==> config.mk <==
export PLATFORM = sky130hd
export DESIGN_NAME = output_serializer
export DESIGN_NICKNAME = d
export VERILOG_FILES = /design/src/rtl/output_serializer_pkg.sv /design/src/rtl/output_serializer_shift_unit.sv /design/src/rtl/output_serializer.sv
export SDC_FILE = /design/constraint.sdc
export NUM_CORES = 1
export LEC_CHECK = 0
export CAP_MARGIN = 40
export CORE_UTILIZATION = 49
export DETAILED_ROUTE_END_ITERATION = 7
export GPL_TIMING_DRIVEN = 0
export PLACE_DENSITY = 0.78
export SLEW_MARGIN = 20
export SYNTH_ARGS = -nofsm -noshare
export SYNTH_HDL_FRONTEND = slang
export SYNTH_HIERARCHICAL = 1
export SYNTH_SLANG_ARGS = --single-unit
==> constraint.sdc <==
create_clock -name clk -period 2.35 [get_ports clk]
set_input_delay 0.3525 -clock clk [delete_from_list [all_inputs] [get_ports clk]]
set_output_delay 0.3525 -clock clk [all_outputs]
set_load 0.01 [all_outputs]
==> src/rtl/output_serializer_pkg.sv <==
// rtl/output_serializer_pkg.sv - shared types and constants for the output serializer
//
// Contents:
//   ser_state_e        FSM state encoding (IDLE: no word held, SEND: beats pending)
//   DEF_DATA_WIDTH     default word width drained from the output FIFO
//   DEF_BYTE_WIDTH     default beat width
//   DEF_BEATS_PER_WORD beats per word for the default widths
//   WORD_COUNT_WIDTH   width of the transmitted-word counter
//   beats_per_word()   beats per word for arbitrary widths
//   beat_cnt_width()   width of a counter able to index every beat of a word

package output_serializer_pkg;

    typedef enum logic [0:0] {
        ST_IDLE = 1'b0,
        ST_SEND = 1'b1
    } ser_state_e;

    localparam int unsigned DEF_DATA_WIDTH     = 32;
    localparam int unsigned DEF_BYTE_WIDTH     = 8;
    localparam int unsigned DEF_BEATS_PER_WORD = DEF_DATA_WIDTH / DEF_BYTE_WIDTH;
    localparam int unsigned WORD_COUNT_WIDTH   = 16;

    function automatic int unsigned beats_per_word(input int unsigned data_width,
                                                   input int unsigned byte_width);
        return data_width / byte_width;
    endfunction

    // A one-beat word still needs a 1-bit counter so the port is never zero width.
    function automatic int unsigned beat_cnt_width(input int unsigned beats);
        return (beats > 1) ? $clog2(beats) : 1;
    endfunction

endpackage

==> src/rtl/output_serializer_shift_unit.sv <==
// rtl/output_serializer_shift_unit.sv - loadable left-shift register with beat counter
//
// Ports:
//   clk        clock, state updates on rising edge
//   rst        synchronous active-high reset: register and counter cleared
//   load       load load_data into the register and clear the beat counter
//   shift      shift the register left by one beat and increment the counter
//   load_data  word to load
//   head_beat  most significant beat of the held word (the beat on the wire)
//   beat_cnt   index of the beat currently at the head
//
// load has priority over shift; the owner never asserts both in one cycle.

module shift_unit #(
    parameter int unsigned DataWidth = 32,
    parameter int unsigned ByteWidth = 8,
    parameter int unsigned CntWidth  = 2
) (
    input  logic                 clk,
    input  logic                 rst,
    input  logic                 load,
    input  logic                 shift,
    input  logic [DataWidth-1:0] load_data,
    output logic [ByteWidth-1:0] head_beat,
    output logic [CntWidth-1:0]  beat_cnt
);

    logic [DataWidth-1:0] shreg_q, shreg_d;
    logic [CntWidth-1:0]  cnt_q, cnt_d;

    always_comb begin
        shreg_d = shreg_q;
        cnt_d   = cnt_q;
        if (load) begin
            shreg_d = load_data;
            cnt_d   = '0;
        end else if (shift) begin
            shreg_d = shreg_q << ByteWidth;
            cnt_d   = cnt_q + CntWidth'(1);
        end
    end

    always_ff @(posedge clk) begin
        if (rst) begin
            shreg_q <= '0;
            cnt_q   <= '0;
        end else begin
            shreg_q <= shreg_d;
            cnt_q   <= cnt_d;
        end
    end

    assign head_beat = shreg_q[DataWidth-1 -: ByteWidth];
    assign beat_cnt  = cnt_q;

endmodule

==> src/rtl/output_serializer.sv <==
// rtl/output_serializer.sv - drains words from an output FIFO and serializes them MSB-first
//
// Parameters:
//   DataWidth   width of words popped from the FIFO (integer multiple of ByteWidth)
//   ByteWidth   width of each serialized beat
//   BufferSize  width of the FIFO per-slot occupancy vector
// Ports:
//   clk        clock, all state updates on rising edge
//   rst        synchronous active-high reset
//   ReadyM     FIFO occupancy; a word is available when any bit is set
//   DataOut2   FIFO head word, valid while a word is available
//   Pop2       pop strobe to the FIFO; head advances on the same edge
//   ByteOut    current beat
//   ByteValid  ByteOut is valid
//   ByteReady  downstream accepts the beat when ByteValid and ByteReady are both high
//   ByteLast   final beat of the current word
//   WordCount  words fully transmitted since reset, modulo 2^16

module output_serializer
    import output_serializer_pkg::*;
#(
    parameter int unsigned DataWidth  = DEF_DATA_WIDTH,
    parameter int unsigned ByteWidth  = DEF_BYTE_WIDTH,
    parameter int unsigned BufferSize = 4
) (
    input  logic                        clk,
    input  logic                        rst,
    input  logic [BufferSize-1:0]       ReadyM,
    input  logic [DataWidth-1:0]        DataOut2,
    output logic                        Pop2,
    output logic [ByteWidth-1:0]        ByteOut,
    output logic                        ByteValid,
    input  logic                        ByteReady,
    output logic                        ByteLast,
    output logic [WORD_COUNT_WIDTH-1:0] WordCount
);

    localparam int unsigned          Beats    = beats_per_word(DataWidth, ByteWidth);
    localparam int unsigned          CntWidth = beat_cnt_width(Beats);
    localparam logic [CntWidth-1:0]  LastCnt  = CntWidth'(Beats - 1);

    ser_state_e                  state_q, state_d;
    logic [WORD_COUNT_WIDTH-1:0] word_count_q, word_count_d;

    logic                 avail;
    logic                 in_send;
    logic                 is_last;
    logic                 byte_valid;
    logic                 accept;
    logic                 word_done;
    logic                 pop;
    logic                 shift;
    logic [ByteWidth-1:0] head_beat;
    logic [CntWidth-1:0]  beat_cnt;

    assign avail = |ReadyM;

    // Handshake and pop decisions. Everything visible outside is gated by rst
    // so the interface is quiet for the whole reset window, including the
    // first cycle before the registers have cleared.
    always_comb begin
        in_send    = (state_q == ST_SEND);
        is_last    = in_send && (beat_cnt == LastCnt);
        byte_valid = !rst && in_send;
        accept     = byte_valid && ByteReady;
        word_done  = accept && is_last;
        // Pop only when nothing is held or the held word just finished, so a
        // word with unsent beats is never overwritten; the reload on word_done
        // gives back-to-back words without a bubble.
        pop        = !rst && avail && (!in_send || word_done);
        shift      = accept && !is_last;
    end

    shift_unit #(
        .DataWidth (DataWidth),
        .ByteWidth (ByteWidth),
        .CntWidth  (CntWidth)
    ) u_shift_unit (
        .clk       (clk),
        .rst       (rst),
        .load      (pop),
        .shift     (shift),
        .load_data (DataOut2),
        .head_beat (head_beat),
        .beat_cnt  (beat_cnt)
    );

    always_comb begin
        state_d      = state_q;
        word_count_d = word_count_q;
        case (state_q)
            ST_IDLE: begin
                if (avail) begin
                    state_d = ST_SEND;
                end
            end
            ST_SEND: begin
                if (word_done) begin
                    word_count_d = word_count_q + WORD_COUNT_WIDTH'(1);
                    state_d      = avail ? ST_SEND : ST_IDLE;
                end
            end
            default: begin
                state_d = ST_IDLE;
            end
        endcase
    end

    always_ff @(posedge clk) begin
        if (rst) begin
            state_q      <= ST_IDLE;
            word_count_q <= '0;
        end else begin
            state_q      <= state_d;
            word_count_q <= word_count_d;
        end
    end

    assign Pop2      = pop;
    assign ByteValid = byte_valid;
    assign ByteLast  = !rst && is_last;
    assign ByteOut   = rst ? '0 : head_beat;
    assign WordCount = rst ? '0 : word_count_q;

endmodule

**Yosys cells after proc, flatten, opt, wreduce, memory -nomap -nowiden**

Cells that the tools add are included.

- Register bits: 51
- Output and inout bits: 27
- Logic and storage cells: 31

- Add/subtract/negate cells: 2
- Eq/ne operators: 1
- Mux-type cells: 7
- Bitwise logic cells: 1
- Reductions and logical operators: 16

Operator list:

| operator | count |
|---|---|
| two-way mux 32 bit | 2 |
| adder 16 x 1 -> 16 bit, second input constant | 1 |
| two-way mux 16 bit | 1 |
| logical AND 1 bit | 8 |
| two-way mux 8 bit | 1 |
| OR reduction 4 bit | 1 |
| logical NOT 1 bit | 3 |
| adder 2 x 1 -> 2 bit, second input constant | 1 |
| == test 2 bit, second input constant | 1 |
| two-way mux 1 bit | 2 |
| one-hot mux 1 bit (2 select lines) | 1 |
| AND reduction 2 bit | 1 |
| nonzero test 2 bit | 1 |
| OR reduction 2 bit | 1 |
| logical OR 1 bit | 1 |
| NOT 1 bit | 1 |

**Logic depth before layout (Yosys ltp)**

- Depth after elaboration: 7
- Gate-level depth with buffers: 10

**Hierarchy**

Netlist, hierarchy kept.

Modules (own cells, without submodules):

| module | instances | cells an instance | area each (µm²) |
|---|---|---|---|
| shift_unit | 1 | 158 | 1,571.5 |
| output_serializer | 1 | 122 | 977.2 |

**Worst setup path before layout**

No wires, ideal clock.

- Path kind: input-to-reg
- Start: input port rst
- End: register u_shift_unit.shreg_q[10]
- Arrival: 2.149 ns
- Slack: 0.115 ns
- Stages on the path: 9
- Buffers on the path: 3
- Cells stage by stage: buf_2 -> nand3b_1 -> clkbuf_1 -> nor2_1 -> inv_1 -> a21oi_1 -> inv_1 -> buf_1 -> a211oi_1

- Word-level cells in the longest chain between the ends: 7

RTL lines:

| item | RTL line | source |
|---|---|---|
| start, declared | output_serializer.sv:27 | `input logic rst,` |
| logical NOT 1 bit (*) | output_serializer.sv:64, output_serializer.sv:70 |  |
| logical AND 1 bit | output_serializer.sv:64 | `byte_valid = !rst && in_send;` |
| logical AND 1 bit | output_serializer.sv:65 | `accept = byte_valid && ByteReady;` |
| logical AND 1 bit | output_serializer.sv:66 | `word_done = accept && is_last;` |
| logical OR 1 bit | output_serializer.sv:70 | `pop = !rst && avail && (!in_send \|\| word_done);` |
| logical AND 1 bit (*) | output_serializer.sv:70 |  |
| via Pop2 | output_serializer.sv:30 | `output logic Pop2,` |
| two-way mux 32 bit / nonzero test 2 bit (equally long branches) | -- |  |
| end signal, assigned | output_serializer_shift_unit.sv:48 | `shreg_q <= shreg_d;` |
| end, declared | output_serializer_shift_unit.sv:28 | `logic [DataWidth-1:0] shreg_q, shreg_d;` |

Mark *: on every way through the listed nets, which the timed path passes. The rest lies on a longest branch.
A chain may end at the register's enable or synchronous reset.

**Worst setup path after layout**

- Start: input port ReadyM[1]
- End: register u_shift_unit.shreg_q[5]

- Word-level cells in the longest chain between the ends: 4

RTL lines:

| item | RTL line | source |
|---|---|---|
| start, declared | output_serializer.sv:28 | `input logic [BufferSize-1:0] ReadyM,` |
| OR reduction 4 bit (*) | output_serializer.sv:56 | `assign avail = \|ReadyM;` |
| logical AND 1 bit (*) (2 in a row) | output_serializer.sv:70 |  |
| two-way mux 32 bit / nonzero test 2 bit (equally long branches) | -- |  |

Mark *: on every way between the ends. The rest lies on a longest branch, timed or not.

==> run summary <==
post-synthesis sequential area ratio: 0.401
Die X: 74.1 µm
hold crit path type: reg -> reg
antenna violations before repair: 0
Initial Util: 0.526
commonest cells after routing, fill and taps aside: clkdlybuf4s50_1, dfxtp_1, nor2b_1
status: completed
Worst-path clk slew: 0.08 ns
hold buffer count at cts: 0
Die Height: 74.1 µm
global route overflow: 0
Net Sw Frac: 0.238
Post-Syn Instances: 280
Critical R2R Launch: in_send$_SDFF_PP0_
final setup fails: 0
critical path endpoint category: flop
Yosys reg bits: 51
H-tree depth: 2
critical path startpoint category: primary input
Wirelength per Cell: 13.7 µm
area of the core: 0.00485 mm²
Core Rows: 25
Max Cap Viol: 0
dpl cells: 412
critical path's slowest cell: o41ai_1
Power Total: 0.00175 W
Rel. slew slack: 0.512
R2R Setup Slk: 0.40 ns
layout cells sized above 1: 0.141
number of remaining DRC errors: 0
clock tree from TritonCTS: yes
number of nets in the layout: 393
final WL: 5790 µm
EDFF count, synth: 0
WHS: 0.520 ns
TritonCTS Buffers: 5
vias in the first global route: 2073
non-filler cells, final: 421
antenna cell count: 0
vias: 2143
clock network power share: 0.313
Final GP Congestion: 0.789
CP Cell Sequence: clkdlybuf4s50_1 > o41ai_1 > a21oi_4 > buf_4 > clkbuf_2 > or3b_1 > a21oi_1
Worst path max stage delay: 0.70 ns
final hold vios: 0
maximum vdd ir drop: 346 µV
sequential fraction of design power: 0.532
Root Buffer: clkbuf_8
pin count of the biggest net entering global routing: 15
Ports: 66
DR pass1 iterations: 4
cell internal pwr: 0.00133 W
ys flop type: dfxtp_1
asr flop ratio synth: 0
unrepaired setup endpoints after global routing: false
most common cell after layout, fill and taps aside: clkdlybuf4s50_1
P_sw: 0.000417 W
yosys warns: 6
Synth area leader: dfxtp_1
Layout Area Growth over Synthesis: 35.2%
Clock Tree Buf Depth: 2
Clock Latency Late Sink: 0.30 ns
Min-Delay Path Depth: 2
Worst Skew: 0.00498 ns
worst path required time: 2.58 ns
first-pass GRT wire length: 9520 µm
post-synth top area share: 0.401
crit path DAT: 2.42 ns
Pwr per Cell Area: 508 mW/mm²
WHS Endpoint: word_count_q[15]$_SDFFE_PP0P_
CP Max Fanout: 10
Comb pwr share: 0.156
Syn Area/Cell: 9.10 µm²
DRT iter0 DRCs: 68
Hold Startpoint: word_count_q[15]$_SDFFE_PP0P_
Final period util: 0.934
Min Clock Period, post-route: 2.19 ns
Slew @ Worst Pin: 0.723 ns
fmax: 456 MHz
Routed Antenna Nets: 0
Sink Count: 51
Lkg Pwr: 1.23 nW
Synth area leaders: dfxtp_1, nor2b_1, mux2i_1, a211oi_1, xnor2_1
final HPWL from detailed placement: 4270 µm
Synth cell types: 32
vias per inst: 5.09
fillers: 416
worst r2r dst: u_shift_unit/shreg_q[9]$_SDFFE_PP0P_
Cell Area, Synth: 0.00255 mm²
syn nets: 320
Port Buffer Count: 65
type of the worst setup path: in -> reg
R2R cell count: 9
Slew Viols, Final: 0
All-Layer GR Usage: 0.229
Die Footprint: 0.00549 mm²
==> timing repair <==
| item | CTS | global route |
|---|---|---|
| gates resized for setup | 21 | 6 |
| setup endpoints to repair | 52 | 35 |
| pin swaps | 1 | 0 |
| cloned | 0 | 0 |
| buffers inserted | 1 | 0 |
==> registers in the layout, summed over array words and instances, names as in the netlist <==
name	count
u_shift_unit/shreg_q	32
in_send	1
u_shift_unit/beat_cnt	2
word_count_q	16
==> Yosys cell counts, types with 2 or more instances <==
cell      count
nor4_1        3
dfxtp_1      51
xnor2_1       9
buf_4        10
nand2_1      14
a211oi_1     25
inv_1        12
nand3b_1      2
o21ai_0       2
or3b_1        6
nor2_1       20
clkbuf_1     11
or3b_2        3
nor3_1        6
nand4_1       2
mux2_2        6
buf_2         3
nand3_1       6
buf_6         2
a21oi_1      11
nand4_2       2
mux2i_1      24
nor2b_1      41
==> routing by layer <==
metal | vias to the layer above | global-route usage | share of wire
met3 | 7 | 0.0501 | 0.046
met5 | - | 0 | 0
met4 | 0 | 0.0791 | 0.011
met1 | 975 | 0.278 | 0.45
met2 | 64 | 0.401 | 0.49
li1 | 1097 | - | -
==> power groups by stage <==
| stage | combinational, W | clock (W) | sequential (W) |
|---|---|---|---|
| floorplan | 0.000149 | 0 | 0.000941 |
| global placement | 0.000258 | 0 | 0.000949 |
| detailed placement | 0.000263 | 0 | 0.000949 |
| CTS | 0.000273 | 0.000559 | 0.000930 |
| global route | 0.000295 | 0.000597 | 0.000934 |
| finish | 0.000272 | 0.000547 | 0.000930 |
==> critical path: cells and delay by family <==
family	cells	cell delay [ns]
buf+inv	3	0.77
compound gates	3	0.92
simple gates	1	0.37
==> through the flow <==
| stage | utilization | worst slack [ns] | instance area, µm² | setup TNS, ns |
|---|---|---|---|---|
| after detailed placement | 0.677 | -0.946 | 3280 | -29.92 |
| after global routing | 0.711 | 0.0494 | 3450 | 0 |
| after global placement | 0.677 | -0.948 | 3280 | -29.03 |
| after floorplan | - | 0.115 | 2550 | 0 |
| after CTS | 0.709 | 0.0155 | 3440 | 0 |
| final | 0.711 | 0.155 | 3450 | 0 |
==> kinds of logic (layout without fill, tap and decap cells) <==
family,Yosys count,count (layout),synth area share
AND/OR/NAND/NOR,109,109,0.251
flip-flops,51,51,0.401
AO/OA/AOI/OAI,40,40,0.107
buffers and inverters,39,113,0.0795
multiplexers,31,31,0.127
XOR/XNOR,9,9,0.0309
adder cells (fa/ha/maj),1,1,0.00491
==> area by class of cell <==
cell class / count / area, µm² / area share
Clock buffer: 8 / 100 / 0.0290
Multi-Input combinational cell: 190 / 1340 / 0.390
Timing Repair Buffer: 66 / 661 / 0.192
Inverter: 12 / 45.0 / 0.0131
Sequential cell: 51 / 1020 / 0.296
Buffer: 27 / 191 / 0.0556
Tap cell: 67 / 83.8 / 0.0243
==> how the worst max path moves through the flow <==
stage,start,endpoint
after floorplan,rst,u_shift_unit/shreg_q[10]$_SDFFE_PP0P_
after global placement,rst,Pop2
after detailed placement,rst,Pop2
after CTS,rst,Pop2
after global routing,ReadyM[1],u_shift_unit/shreg_q[7]$_SDFFE_PP0P_
final,ReadyM[1],u_shift_unit/shreg_q[5]$_SDFFE_PP0P_
Power figures use the tool's default switching activity.
